`config.mk`:
```
export PLATFORM = sky130hd
export DESIGN_NAME = instr_encoder_flat
export DESIGN_NICKNAME = d
export VERILOG_FILES = /design/src/rtl/cpu_pkg.sv /design/src/rtl/instr_encoder_if.sv /design/src/rtl/instr_pack.sv /design/src/rtl/instr_encoder.sv /design/src/flat_wrapper.sv
export SDC_FILE = /design/constraint.sdc
export NUM_CORES = 1
export LEC_CHECK = 0
export ABC_AREA = 1
export BUFFER_PORTS_ARGS = -buffer_cell sky130_fd_sc_hd__clkbuf_2
export CAP_MARGIN = 25
export CORE_ASPECT_RATIO = 1.4
export CORE_MARGIN = 2
export CORE_UTILIZATION = 55
export DETAILED_ROUTE_END_ITERATION = 7
export PLACE_DENSITY = 0.83
export SLEW_MARGIN = 10
export SYNTH_ARGS = -nofsm -noshare
export SYNTH_HDL_FRONTEND = slang
export SYNTH_HIERARCHICAL = 1
export SYNTH_SLANG_ARGS = --single-unit
```
`constraint.sdc`:
```
create_clock -name clk -period 2.7 [get_ports clk]
set_input_delay 0.675 -clock clk [delete_from_list [all_inputs] [get_ports clk]]
set_output_delay 0.675 -clock clk [all_outputs]
set_load 0.05 [all_outputs]
```
`src/rtl/cpu_pkg.sv`:
```
// Shared CPU encoding constants: op_sel codes, opcode nibbles,
// encoder FSM states. Decode side imports the same package.
package cpu_pkg;

  localparam logic [2:0] OP_ADD   = 3'd0;
  localparam logic [2:0] OP_SUB   = 3'd1;
  localparam logic [2:0] OP_LOAD  = 3'd2;
  localparam logic [2:0] OP_STORE = 3'd3;
  localparam logic [2:0] OP_HLT   = 3'd4;

  localparam logic [3:0] NIB_ADD   = 4'h1;
  localparam logic [3:0] NIB_SUB   = 4'h2;
  localparam logic [3:0] NIB_LOAD  = 4'h9;
  localparam logic [3:0] NIB_STORE = 4'hD;
  localparam logic [3:0] NIB_HLT   = 4'hF;

  typedef enum logic [1:0] {
    IDLE,
    BYTE0,
    BYTE1,
    HALTED
  } enc_state_e;

  function automatic logic op_legal(input logic [2:0] op);
    return op <= OP_HLT;
  endfunction

  function automatic logic op_two_byte(input logic [2:0] op);
    return (op == OP_LOAD) || (op == OP_STORE);
  endfunction

endpackage

```
`src/rtl/instr_encoder_if.sv`:
```
// Request and byte-stream handshake bundle of the instruction encoder.
// master = requester/sink side, slave = encoder.
interface instr_encoder_if;
  logic       clear;
  logic       in_valid;
  logic       in_ready;
  logic [2:0] op_sel;
  logic [1:0] rd;
  logic [1:0] rs;
  logic [7:0] imm;
  logic       byte_valid;
  logic       byte_ready;
  logic [7:0] byte_data;
  logic [7:0] byte_addr;
  logic       err;
  logic       done;
  logic       addr_wrap;

  modport master (
    output clear, in_valid, op_sel, rd, rs, imm,
    output byte_ready,
    input  in_ready, byte_valid, byte_data,
    input  byte_addr, err, done, addr_wrap
  );

  modport slave (
    input  clear, in_valid, op_sel, rd, rs, imm,
    input  byte_ready,
    output in_ready, byte_valid, byte_data,
    output byte_addr, err, done, addr_wrap
  );
endinterface

```
`src/rtl/instr_pack.sv`:
```
// Combinational byte former: latched instruction fields plus
// byte index -> instruction-memory byte.
module instr_pack
  import cpu_pkg::*;
(
  input  logic [2:0] op_i,
  input  logic [1:0] rd_i,
  input  logic [1:0] rs_i,
  input  logic [7:0] imm_i,
  input  logic       idx_i,
  output logic [7:0] data_o
);

  always_comb begin
    data_o = 8'h00;
    unique case (1'b1)
      idx_i:
        data_o = imm_i;
      !idx_i && (op_i == OP_ADD):
        data_o = {NIB_ADD, rd_i, rs_i};
      !idx_i && (op_i == OP_SUB):
        data_o = {NIB_SUB, rd_i, rs_i};
      !idx_i && (op_i == OP_LOAD):
        data_o = {NIB_LOAD, rd_i, 2'b00};
      !idx_i && (op_i == OP_STORE):
        data_o = {NIB_STORE, rd_i, 2'b00};
      !idx_i && (op_i == OP_HLT):
        data_o = {NIB_HLT, 4'h0};
      default:
        data_o = 8'h00;
    endcase
  end

endmodule

```
`src/rtl/instr_encoder.sv`:
```
// Instruction encoder: accepts one instruction request at a time and
// streams its 1-2 encoded bytes with addresses to instruction memory.
module instr_encoder
  import cpu_pkg::*;
(
  input logic         clk,
  input logic         rst_n,
  instr_encoder_if.slave bus
);

  enc_state_e state_q, state_d;
  logic [2:0] op_q, op_d;
  logic [1:0] rd_q, rd_d;
  logic [1:0] rs_q, rs_d;
  logic [7:0] imm_q, imm_d;
  logic [7:0] addr_q, addr_d;
  logic       rdy_q, rdy_d;
  logic       vld_q, vld_d;
  logic       err_q, err_d;
  logic       done_q, done_d;
  logic       wrap_q, wrap_d;
  logic       hs_in;
  logic       hs_byte;
  logic [7:0] pack_byte;

  instr_pack u_pack (
    .op_i   (op_q),
    .rd_i   (rd_q),
    .rs_i   (rs_q),
    .imm_i  (imm_q),
    .idx_i  (state_q == BYTE1),
    .data_o (pack_byte)
  );

  assign hs_in   = bus.in_valid && rdy_q;
  assign hs_byte = vld_q && bus.byte_ready;

  always_comb begin
    state_d = state_q;
    op_d    = op_q;
    rd_d    = rd_q;
    rs_d    = rs_q;
    imm_d   = imm_q;
    addr_d  = addr_q;
    err_d   = 1'b0;
    done_d  = done_q;
    wrap_d  = wrap_q;
    if (bus.clear) begin
      state_d = IDLE;
      addr_d  = 8'h00;
      done_d  = 1'b0;
      wrap_d  = 1'b0;
    end else begin
      if (hs_byte) begin
        addr_d = addr_q + 8'd1;
        if (addr_q == 8'hFF) wrap_d = 1'b1;
      end
      unique case (state_q)
        IDLE: begin
          if (hs_in) begin
            op_d  = bus.op_sel;
            rd_d  = bus.rd;
            rs_d  = bus.rs;
            imm_d = bus.imm;
            if (op_legal(bus.op_sel)) state_d = BYTE0;
            else                      err_d   = 1'b1;
          end
        end
        BYTE0: begin
          if (hs_byte) begin
            unique case (1'b1)
              op_two_byte(op_q): state_d = BYTE1;
              op_q == OP_HLT: begin
                state_d = HALTED;
                done_d  = 1'b1;
              end
              default: state_d = IDLE;
            endcase
          end
        end
        BYTE1: begin
          if (hs_byte) state_d = IDLE;
        end
        HALTED: state_d = HALTED;
      endcase
    end
    // handshake flags are registered so they stay low through reset
    rdy_d = (state_d == IDLE);
    vld_d = (state_d == BYTE0) || (state_d == BYTE1);
  end

  always_ff @(posedge clk or negedge rst_n) begin
    if (!rst_n) begin
      state_q <= IDLE;
      op_q    <= 3'd0;
      rd_q    <= 2'd0;
      rs_q    <= 2'd0;
      imm_q   <= 8'h00;
      addr_q  <= 8'h00;
      rdy_q   <= 1'b0;
      vld_q   <= 1'b0;
      err_q   <= 1'b0;
      done_q  <= 1'b0;
      wrap_q  <= 1'b0;
    end else begin
      state_q <= state_d;
      op_q    <= op_d;
      rd_q    <= rd_d;
      rs_q    <= rs_d;
      imm_q   <= imm_d;
      addr_q  <= addr_d;
      rdy_q   <= rdy_d;
      vld_q   <= vld_d;
      err_q   <= err_d;
      done_q  <= done_d;
      wrap_q  <= wrap_d;
    end
  end

  assign bus.in_ready   = rdy_q;
  assign bus.byte_valid = vld_q;
  assign bus.byte_data  = vld_q ? pack_byte : 8'h00;
  assign bus.byte_addr  = addr_q;
  assign bus.err        = err_q;
  assign bus.done       = done_q;
  assign bus.addr_wrap  = wrap_q;

endmodule

```
`src/flat_wrapper.sv`:
```
// flat-port wrapper written by rule: the top's interface ports become plain ports
module instr_encoder_flat import cpu_pkg::*;
  (clk, rst_n, bus_clear, bus_in_valid, bus_op_sel, bus_rd, bus_rs, bus_imm, bus_byte_ready, bus_in_ready, bus_byte_valid, bus_byte_data, bus_byte_addr, bus_err, bus_done, bus_addr_wrap);
  instr_encoder_if bus_i ();
  input logic clk;
  input logic rst_n;
  input wire logic [$bits(bus_i.clear)-1:0] bus_clear;
  input wire logic [$bits(bus_i.in_valid)-1:0] bus_in_valid;
  input wire logic [$bits(bus_i.op_sel)-1:0] bus_op_sel;
  input wire logic [$bits(bus_i.rd)-1:0] bus_rd;
  input wire logic [$bits(bus_i.rs)-1:0] bus_rs;
  input wire logic [$bits(bus_i.imm)-1:0] bus_imm;
  input wire logic [$bits(bus_i.byte_ready)-1:0] bus_byte_ready;
  output wire logic [$bits(bus_i.in_ready)-1:0] bus_in_ready;
  output wire logic [$bits(bus_i.byte_valid)-1:0] bus_byte_valid;
  output wire logic [$bits(bus_i.byte_data)-1:0] bus_byte_data;
  output wire logic [$bits(bus_i.byte_addr)-1:0] bus_byte_addr;
  output wire logic [$bits(bus_i.err)-1:0] bus_err;
  output wire logic [$bits(bus_i.done)-1:0] bus_done;
  output wire logic [$bits(bus_i.addr_wrap)-1:0] bus_addr_wrap;
  assign bus_i.clear = bus_clear;
  assign bus_i.in_valid = bus_in_valid;
  assign bus_i.op_sel = bus_op_sel;
  assign bus_i.rd = bus_rd;
  assign bus_i.rs = bus_rs;
  assign bus_i.imm = bus_imm;
  assign bus_i.byte_ready = bus_byte_ready;
  assign bus_in_ready = bus_i.in_ready;
  assign bus_byte_valid = bus_i.byte_valid;
  assign bus_byte_data = bus_i.byte_data;
  assign bus_byte_addr = bus_i.byte_addr;
  assign bus_err = bus_i.err;
  assign bus_done = bus_i.done;
  assign bus_addr_wrap = bus_i.addr_wrap;
  instr_encoder u_core (.clk(clk), .rst_n(rst_n), .bus(bus_i));
endmodule
```
# After elaboration in Yosys (flattened, before gate mapping)
# Index checks and enable logic that the tools add are counted.
# word_totals
register_bits	30
inputBits	20
output_inout_bits	21
# op_classes
addsub	1
n_lt_le_gt_ge	1
eq_ne	10
mux	22
bitwise_logic	1
reduce_logical	20
# ops
cell	n
$pmux 8 s6	1
$mux 8	3
$mux 1	11
$mux 2	5
$add 8x1->8 const B	1
$eq 8x8->1 const B	1
$pmux 2 s4	1
$reduce_bool 2->1	4
$logic_and 1x1->1	7
$eq 2x2->1 const B	3
$eq 3x2->1 const B	2
$reduce_and 3->1	2
$eq 2x1->1 const B	2
$logic_not 2->1	2
$pmux 2 s2	1
$eq 3x1->1 const B	1
$eq 3x3->1 const B	1
$le 3x3->1 const B	1
$logic_not 3->1	1
$logic_or 1x1->1	2
$reduce_and 2->1	1
$logic_not 1->1	1
$not 1->1	1

# Depth between registers and ports, before layout
# logic_depth
ltp_word	8
mapped_depth	11
depth_no_buf	10

# By module
# Netlist, hierarchy kept.
# by_module_without_submodules
module	n_inst	cells_each	area_per_inst_um2
instr_encoder	1	178	1403.8
instr_pack	1	37	171.4

# Worst setup path after synthesis
# No wires, ideal clock.
# synth_path
path_kind	register to output
from	reg u_core.state_q[1]
to	out bus_byte_data[4]
arrival_time_ns	1.311
required_ns	2.025
path_slack_ns	0.714
path_stages_with_launch	11
path_buffers	1
path_cell_list	dfrtp_1 nand2_1 inv_1 buf_6 inv_2 nand2_1 nor2_2 nor2_2 nand2_1 nand2_1 inv_1
# synth_between
elab_chain_len	5
word_cells_on_any_way	9
# synth_rtl
item	line	text
from (decl)	instr_encoder.sv:11	enc_state_e state_q, state_d;
from (signal assigned)	instr_encoder.sv:106	state_q <= state_d;
$eq 2x2->1 *	instr_encoder.sv:31	.idx_i (state_q == BYTE1),
$logic_not 1->1	--	
$logic_and 1x1->1, on equally long branches	--	
$pmux 8 s6 *	instr_pack.sv:16	unique case (1'b1)
net u_core.pack_byte[4]	instr_encoder.sv:24	logic [7:0] pack_byte;
$mux 8 *	instr_encoder.sv:122	assign bus.byte_data = vld_q ? pack_byte : 8'h00;
to (decl)	flat_wrapper.sv:16	output wire logic [$bits(bus_i.byte_data)-1:0] bus_byte_data;
# The timed path passes the listed nets; every way through them passes the cells marked *.

# Worst setup path after layout
# layout_path
from	reg u_core.state_q[0]
to	out bus_byte_data[4]
# Same word-level chain as after synthesis.

==> out/metrics.csv <==
metric,value,unit
outcome,"complete, no violations",
# clock sinks,30,
CTS buffer count,5,
DRC,0,
P&R area growth vs syn,19.22,%
later-pin clock latency in the skew report,0.28,ns
Die ar.,3314,µm²
IO buf count,40,
core area,2791,µm²
root buffer cell,clkbuf_8,
clk buf depth,2,
endpoints failing hold,0,
Ys Warns,6,
fraction of layout cells with a size suffix above 1,22.39,%
endpoint class of the critical path,primary output,
antenna violations before repair,0,
relative slew slack,51.33,%
die width,49.23,µm
Fmax achieved,409.0,MHz
max_cap viols,0,
Worst Path Max Fanout,10,
CTS tree,built,
ANT cells,0,
Leakage Power,1.112,nW
largest net degree at the start of global routing,31,
Tot Pwr,1.627,mW
#FFs+latches synth,30,
post-synth cell types,22,
number of post-CTS setup repair buffers,0,
final wirelength,3.194,mm
fin nets,280,
Synthesized Nets,237,
Mapped Area,1575,µm²
CP Data Arrival Time,1.77,ns
starting density of the core,56.43,%
num rows,23,
htree depth,2,
hold_buf cts,0,
Hold Crit Class,primary input to asynchronous set/reset pin,
GRT overflow,0,
Final GP Congestion,0.8162,
Worst Setup Path Type,flop to primary output,
1st-iter DRT viols,27,
worst vdd ir,0.0004971,V
max-slew violation count,0,
Final period util,90.55,%
fin util,67.28,%
final setup vio count,0,
syn avg cell area,7.327,µm²
Fin Clk Skew,0.007861,ns
PwrDens,866.2,nW/µm²
io pins,41,
register area share after synthesis,47.66,%
TritonRoute pass-1 iters,4,
first-pass GRT wire length,5.451,mm
Slew @ Worst Pin,0.7300,ns
Resized cells post-CTS,0,
Mapped Cells,215,
Sum Neg Setup Slack,0,ns
antenna-violating nets left,0,
Die Span Y,67.32,µm
Period minus WS final,2.445,ns
Routed WL per cell,10.79,µm
"Req. time, crit path",2.03,ns
All-Layer GR Usage,22.30,%
hpwl dp,2.372,mm
Via density,4.885,
DR vias,1446,
Worst-path clk slew,0.06,ns
RSZ-0062 raised after global routing,no,
vias in the first global route,1308,
Worst Setup Start Kind,flop,
[cells in the final DEF (no fill, tap or decap), types with 4 or more instances in the layout]
master    instances
nand2_1          88
clkbuf_2         40
dfrtp_1          30
nand3_1          16
o21ai_0           7
inv_2             4
nor2_1           14
a21oi_1           6
clkbuf_8          6
inv_1            29
[through the flow]
step                instance area (µm²)  instances  setup WS [ns]  hold WS [ns]
global route                       1878        296        0.07016        0.5033
CTS                                1878        296         0.2359        0.4600
global placement                   1787        288         0.5849        0.4556
floorplan                          1575        215         0.7142        0.3794
detailed placement                 1787        288         0.5453        0.4612
finish                             1878        296         0.2553        0.4432
[flip-flops by register name (all words and copies together) (netlist names)]
name / cells
u_core/bus.addr_wrap: 1
u_core/bus.byte_addr: 8
u_core/bus.byte_valid: 1
u_core/bus.done: 1
u_core/bus.err: 1
u_core/bus.in_ready: 1
u_core/imm_q: 8
u_core/op_q: 3
u_core/rd_q: 2
u_core/rs_q: 2
u_core/state_q: 2
[cell type report]
class / instances / area, µm²
fill: 269 / 913.4
sequential: 30 / 750.7
tap: 37 / 46.29
clock buffer: 7 / 86.33
timing repair buffer: 41 / 207.7
inverter: 33 / 123.9
multi-input combinational: 147 / 658.1
clock inverter: 1 / 5.005
[worst max-delay path, stage by stage, from the launching register on]
cell,delay (ns)
dfrtp_1,0.38
inv_2,0.08
nand2_1,0.07
inv_1,0.28
inv_2,0.08
nand2_1,0.06
nor2_1,0.04
nor2_2,0.11
nand2_1,0.05
nand2_1,0.06
inv_1,0.04
clkbuf_2,0.22
[routing by layer]
metal	routed length, µm	vias to the layer above	GRT usage (%)
met1	1293	656	23.72
met5	0	-	0
met2	1664	39	39.70
met3	142	10	5.310
met4	95	0	14.29
li1	-	741	-
[report_power, final]
| group | leakage (nW) | switching, mW | internal (mW) | total [mW] |
|---|---|---|---|---|
| sequential | 0.389 | 0.111 | 0.574 | 0.685 |
| clock | 0.0482 | 0.162 | 0.205 | 0.367 |
| combinational | 0.674 | 0.402 | 0.173 | 0.575 |
[worst paths after layout]
check	from	end	slack, ns	cells after the start
max	u_core/state_q[0]	bus_byte_data[4]	0.26	11
min	rst_n	u_core/bus.byte_addr[0]	0.44	1
max reg2reg	u_core/bus.byte_valid	u_core/bus.byte_valid	1.12	6
min reg2reg	u_core/rs_q[0]	u_core/rs_q[0]	0.48	2
max in group asynchronous	rst_n	u_core/imm_q[0]	1.79	1
min in group clk	u_core/rs_q[0]	u_core/rs_q[0]	0.48	2
[cells in the mapped netlist, drive strengths merged]
| cell type | count | share of area (%) |
|---|---|---|
| a21boi | 1 | 0.48 |
| ha | 2 | 1.6 |
| nand4 | 3 | 1.2 |
| dfrtp | 30 | 48 |
| inv | 33 | 7.9 |
| a211oi | 1 | 0.48 |
| a21oi | 6 | 1.9 |
| nand2 | 90 | 22 |
| a31oi | 1 | 0.40 |
| nand3 | 16 | 5.1 |
| nor3 | 2 | 1.4 |
| nor3b | 1 | 0.48 |
| buf | 5 | 2.7 |
| nor2 | 17 | 4.8 |
| o21ai | 7 | 2.2 |
[logic make-up after synthesis]
group / synth area share, %
AO/OA/AOI/OAI: 5.481
buffers and inverters: 10.56
flip-flops: 47.66
AND/OR/NAND/NOR: 34.71
adder cells (fa/ha/maj): 1.588
Note: power is estimated with default switching activity, not from simulation.
